==> src/rtl/pipe_ctrl.sv <==
// Stall/flush sequencer for the five-stage pipeline: stage enables, bubbles,
// load-use detection, data-memory handshake and HALT drain.
module pipe_ctrl (
  input  logic        clk,
  input  logic        rst,
  input  logic [2:0]  id_rs,
  input  logic [2:0]  id_rt,
  input  logic        id_rs_used,
  input  logic        id_rt_used,
  input  logic        halt_id,
  input  logic [2:0]  idex_write_r,
  input  logic        idex_MEM_READ,
  input  logic        idex_REG_WRITE,
  input  logic        exmem_mem_req,
  input  logic        exmem_branch_taken,
  input  logic        mem_done,
  output logic        mem_go,
  output logic        pc_en,
  output logic        ifid_en,
  output logic        idex_en,
  output logic        exmem_en,
  output logic        memwb_en,
  output logic        ifid_flush,
  output logic        idex_flush,
  output logic        memwb_bubble,
  output logic        halted,
  output logic [15:0] stall_cycles
);

  typedef enum logic [1:0] {RUN, MEM_WAIT, DRAIN, HALTED} state_t;

  state_t     state, state_next;
  logic       ret, ret_next;
  logic [1:0] cnt, cnt_next;
  logic       load_use;
  logic       eval;
  logic       drain_mode;
  logic       mem_ready;

  assign load_use = idex_MEM_READ & idex_REG_WRITE &
                    ((id_rs_used & (id_rs == idex_write_r)) |
                     (id_rt_used & (id_rt == idex_write_r)));

  always_ff @(posedge clk) begin
    if (rst) begin
      state        <= RUN;
      ret          <= 1'b0;
      cnt          <= 2'd0;
      stall_cycles <= 16'd0;
    end else begin
      state <= state_next;
      ret   <= ret_next;
      cnt   <= cnt_next;
      if (state == MEM_WAIT && stall_cycles != 16'hFFFF)
        stall_cycles <= stall_cycles + 16'd1;
    end
  end

  // eval/drain_mode select the RUN or DRAIN behaviour; MEM_WAIT reuses it
  // on the completion cycle with the saved ret state.
  always_comb begin
    mem_go       = 1'b0;
    pc_en        = 1'b0;
    ifid_en      = 1'b0;
    idex_en      = 1'b0;
    exmem_en     = 1'b0;
    memwb_en     = 1'b0;
    ifid_flush   = 1'b0;
    idex_flush   = 1'b0;
    memwb_bubble = 1'b0;
    halted       = 1'b0;
    state_next   = state;
    ret_next     = ret;
    cnt_next     = cnt;
    eval         = 1'b0;
    drain_mode   = 1'b0;
    mem_ready    = 1'b1;

    case (state)
      RUN: begin
        eval      = 1'b1;
        mem_go    = exmem_mem_req;
        mem_ready = !exmem_mem_req || mem_done;
      end
      DRAIN: begin
        eval       = 1'b1;
        drain_mode = 1'b1;
        mem_go     = exmem_mem_req;
        mem_ready  = !exmem_mem_req || mem_done;
      end
      MEM_WAIT: begin
        if (mem_done) begin
          eval       = 1'b1;
          drain_mode = ret;
        end else begin
          memwb_en     = 1'b1;
          memwb_bubble = 1'b1;
        end
      end
      HALTED: halted = 1'b1;
      default: state_next = RUN;
    endcase

    if (eval) begin
      if (!mem_ready) begin
        memwb_en     = 1'b1;
        memwb_bubble = 1'b1;
        state_next   = MEM_WAIT;
        ret_next     = drain_mode;
      end else if (drain_mode && !(exmem_branch_taken && cnt == 2'd0)) begin
        ifid_en    = 1'b1;
        idex_en    = 1'b1;
        exmem_en   = 1'b1;
        memwb_en   = 1'b1;
        ifid_flush = 1'b1;
        idex_flush = 1'b1;
        cnt_next   = cnt + 2'd1;
        state_next = (cnt == 2'd2) ? HALTED : DRAIN;
      end else begin
        // Normal advance; an older branch in MEM also cancels a fresh drain.
        pc_en      = 1'b1;
        ifid_en    = 1'b1;
        idex_en    = 1'b1;
        exmem_en   = 1'b1;
        memwb_en   = 1'b1;
        state_next = RUN;
        if (exmem_branch_taken) begin
          ifid_flush = 1'b1;
          idex_flush = 1'b1;
          cnt_next   = 2'd0;
        end else if (load_use) begin
          pc_en      = 1'b0;
          ifid_en    = 1'b0;
          idex_flush = 1'b1;
        end else if (halt_id) begin
          state_next = DRAIN;
          cnt_next   = 2'd0;
        end
      end
    end

    if (rst) begin
      mem_go       = 1'b0;
      pc_en        = 1'b0;
      ifid_en      = 1'b0;
      idex_en      = 1'b0;
      exmem_en     = 1'b0;
      memwb_en     = 1'b0;
      ifid_flush   = 1'b0;
      idex_flush   = 1'b0;
      memwb_bubble = 1'b0;
      halted       = 1'b0;
    end
  end

endmodule
==> config.mk <==
export PLATFORM = sky130hd
export DESIGN_NAME = pipe_ctrl
export DESIGN_NICKNAME = d
export VERILOG_FILES = /design/src/rtl/pipe_ctrl.sv
export SDC_FILE = /design/constraint.sdc
export NUM_CORES = 1
export LEC_CHECK = 0
export BUFFER_PORTS_ARGS = -buffer_cell sky130_fd_sc_hd__buf_2
export CAP_MARGIN = 10
export CORE_MARGIN = 1
export CORE_UTILIZATION = 45
export CTS_CLUSTER_DIAMETER = 40
export DETAILED_ROUTE_END_ITERATION = 10
export GPL_ROUTABILITY_DRIVEN = 0
export HOLD_SLACK_MARGIN = 0.12
export PLACE_DENSITY_LB_ADDON = 0.05
export SLEW_MARGIN = 10
export SYNTH_ARGS = -nofsm -noshare
export SYNTH_HDL_FRONTEND = slang
export SYNTH_SLANG_ARGS = --single-unit
==> constraint.sdc <==
create_clock -name clk -period 2.1 [get_ports clk]
set_clock_uncertainty 0.2 [all_clocks]
set_input_delay 0.42 -clock clk [delete_from_list [all_inputs] [get_ports clk]]
set_output_delay 0.42 -clock clk [all_outputs]
set_load 0.01 [all_outputs]
==> summary.md <==
| Metric | Value |
|---|---|
| Final Hold Vio Count | 0 |
| DRT Pass-1 Iters | 7 |
| CP startpoint kind | flip-flop |
| Sequential cell area fraction in the yosys report | 0.309 |
| Synth warn | 0 |
| Post-synth EDFFs | 0 |
| Fin crit share | 1.14 |
| FMAX | 0.418 GHz |
| Synthesized area per cell | 8.25 sq um |
| Crit Path Max Fanout | 5 |
| Pre-CTS WS | -0.0417 ns |
| Pint | 0.599 mW |
| Post-Route WL | between 3 and 4 mm |
| Die H | 57 um |
| Core Area | 2810 sq um |
| Switching Fraction | 0.289 |
| RSZ-0062 raised after global routing | yes |
| Vias in the first global route | 1295 |
| Worst Path Required | ~1.5 ns |
| Crit path DAT | 1.77 ns |
| Synth Register Bits | 21 |
| Worst Max-Slew Pin Slew | 0.295 ns |
| Relative slew margins | 0.802 |
| Share of layout cells above drive strength 1 | 0.468 |
| Nets | approximately 260 |
| CTS max path bufs | 2 |
| Mapped Cells | 165 |
| Final Setup Violations | 7 |
| CTS tree | done |
| GRT overflow | 0 |
| Clk pwr share | 0.226 |
| WL/cell | 13.3 um |
| Site row count | 19 |
| Minimum clock period | roughly 2.4 ns |
| HP Class | in -> reg |
| Max-Cap Viols | 0 |
| HPWL after DPL | 2.42 mm |
| Vias/cell | 5.34 |
| Top_reg_cell synth | dfxtp_1 |
| Peak supply drop | 0.385 mV |
| Largest net degree at the start of global routing | 18 |
| ANT cells | 0 |
| P_sw | 0.243 mW |
| DRC Markers | 4 |
| Vias | between 1000 and 1500 |
| GRT Total Usage | 0.210 |
| CTS sink cnt | 21 |
| Clk slew on worst S/H paths | 0.11 ns |
| Kind of critical path | reg -> out |
| Max-slew violation count | 0 |
| Leak pwr | 0.874 nW |
| Die Area | between 3000 and 4000 sq um |
| Critical Path End Type | primary output |
| First-pass GRT wire length | 5.44 mm |
| Inserted Clock Buffers | 3 |
| Post-Syn Area | 1360 sq um |
| Status | finished, violations left |
| Area grow syn2layout | 45.7% |
| Syn Nets | approximately 190 |
| Port bufs | 44 |
| Overall Power | 0.842 mW |
| Initial drt markers | 53 |
| Final Cell Area | a little under 2000 sq um |
| Initial Util | 0.485 |
| Post-synth ARST share | 0 |
| Post-route setup slack | -0.292 ns |
| Failing checks | DRC, setup timing |
| CTS root buf | clkbuf_4 |
| Routed Antenna Nets | 0 |
| Pwr Density | 425 nW/um^2 |
| Distinct cell type count after synthesis | 40 |
| Die Width | 57 um |
| Sequential Power Share | 0.493 |
| CTS H-tree depth | 1 |
| I/O Pins | 45 |
| Worst-skew pair later-pin latency | ~0.3 ns |
| Power share of the combinational group | 0.281 |
| Initial antenna violation count | 0 |
| Cts hold-fix bufs | 0 |
| Placed cell area | 1720 sq um |
## state kept, by name, summed over array words and instances, names as in the netlist
name / flops
cnt: 2
state: 2
stall_cycles: 16
ret: 1
## synth_stat cells (2+ instances only)
cell type / number / area, sq um
a211oi_1: 3 / 22.5
a21oi_1: 6 / 30.0
and3_1: 2 / 12.5
clkbuf_1: 2 / 7.51
clkbuf_8: 2 / 27.5
dfxtp_1: 21 / 420
ha_1: 8 / 100
inv_1: 9 / 33.8
mux2i_1: 4 / 40.0
nand2_1: 10 / 37.5
nand2b_1: 2 / 12.5
nand3_1: 4 / 20.0
nand4_1: 4 / 25.0
nand4b_1: 2 / 17.5
nor2_1: 29 / 109
nor2b_1: 3 / 18.8
nor3_1: 10 / 50.1
o211ai_1: 3 / 22.5
o21ai_0: 4 / 20.0
o31ai_1: 2 / 15.0
or3_1: 3 / 18.8
xnor2_1: 9 / 78.8
xor2_1: 6 / 52.6
## cell type report
| type | instances | area (sq um) |
|---|---|---|
| clock buffer | 4 | 26.3 |
| fill | 229 | 822 |
| inverter | 9 | 38.8 |
| multi-input combinational | 128 | 1000 |
| sequential | 21 | 432 |
| tap | 31 | 38.8 |
| timing repair buffer | 71 | 447 |
## layout by cell type (no fill, tap or decap), types with 2 or more instances in the layout
cell type / netlist / routed
nand4_1: 4 / 4
a21oi_1: 6 / 4
nor3_2: 0 / 2
buf_4: 1 / 24
o21ai_0: 4 / 3
xor2_1: 6 / 6
a21oi_2: 0 / 2
a211oi_1: 3 / 3
or4_4: 1 / 2
nor2b_1: 3 / 2
dfxtp_4: 0 / 2
ha_4: 0 / 5
o211ai_1: 3 / 3
nand2b_1: 2 / 2
nor2_2: 0 / 3
clkbuf_4: 0 / 3
nand4b_1: 2 / 2
mux2i_1: 4 / 4
or3_1: 3 / 3
nor2_1: 29 / 26
dfxtp_2: 0 / 3
buf_2: 1 / 42
and3_1: 2 / 2
nand3_1: 4 / 3
inv_4: 0 / 2
xnor2_1: 9 / 9
buf_6: 1 / 5
nor3_1: 10 / 7
dfxtp_1: 21 / 16
ha_1: 8 / 3
inv_1: 9 / 6
nand2_1: 10 / 9
## worst paths after layout
kind                                       startpoint                             to  slack (ns)  cells after the start
worst max-delay path            state[1]$_SDFFE_PP0P_                     ifid_flush       -0.29                      8
worst min-delay path                              rst          state[0]$_SDFFE_PP0P_        0.30                      3
worst max register to register  state[1]$_SDFFE_PP0P_  stall_cycles[12]$_SDFFE_PP0P_        0.08                      8
worst min register to register    cnt[1]$_SDFFE_PP0P_            cnt[1]$_SDFFE_PP0P_        0.32                      2
## power by group through the flow
stage	Clock (mW)	Combinational, mW	Sequential [mW]
floorplan	0	0.107	0.422
global placement	0	0.171	0.419
detailed placement	0	0.176	0.419
CTS	0.198	0.210	0.412
global route	0.216	0.255	0.416
finish	0.190	0.237	0.415
## logic make-up (layout without fill, tap and decap cells)
logic type,count (synthesis),after routing,share of synthesized area
and+or+nand+nor,74,74,0.279
AOI/OAI and AO/OA,26,26,0.136
DFF,21,21,0.309
buffers and inverters,16,84,0.0680
xor gates and xnor gates,15,15,0.0965
adders and majority gates,8,8,0.0735
muxes,5,5,0.0377
## worst max-delay path, cell delays in order, from the launching register on
cell and delay (ns):
dfxtp_4 0.39, buf_6 0.10, ha_4 0.17, o31ai_4 0.07, a21oi_2 0.18, nand2b_1 0.12, buf_4 0.16, nor2_1 0.13
buf_2 0.15
## stage by stage
stage / cells / utilization / setup TNS [ns] / hold slack (ns)
after floorplan: 165 / - / 0 / 0.260
after global placement: 253 / 0.612 / 0 / 0.281
after detailed placement: 253 / 0.612 / -0.0428 / 0.304
after CTS: 262 / 0.664 / -1.10 / 0.281
after global routing: 264 / 0.707 / -2.43 / 0.305
final: 264 / 0.707 / -1.51 / 0.300
## layer usage
metal | wire length, um | vias to the layer above | part of all wire | global-route usage
met5 | 0 | - | 0 | 0
met4 | 72 | 0 | 0.021 | 0.0418
met3 | 124 | 10 | 0.035 | 0.0522
met2 | 1710 | 40 | 0.49 | 0.365
met1 | 1600 | 647 | 0.46 | 0.265
li1 | - | 713 | - | -
## timing repair
item | 4_1_cts | 5_1_grt
setup buffers | 5 | 2
setup endpoints to repair | 10 | 21
gates resized for setup | 21 | 23
pin swaps | 6 | 7
Note: power is estimated with default switching activity, not from simulation.
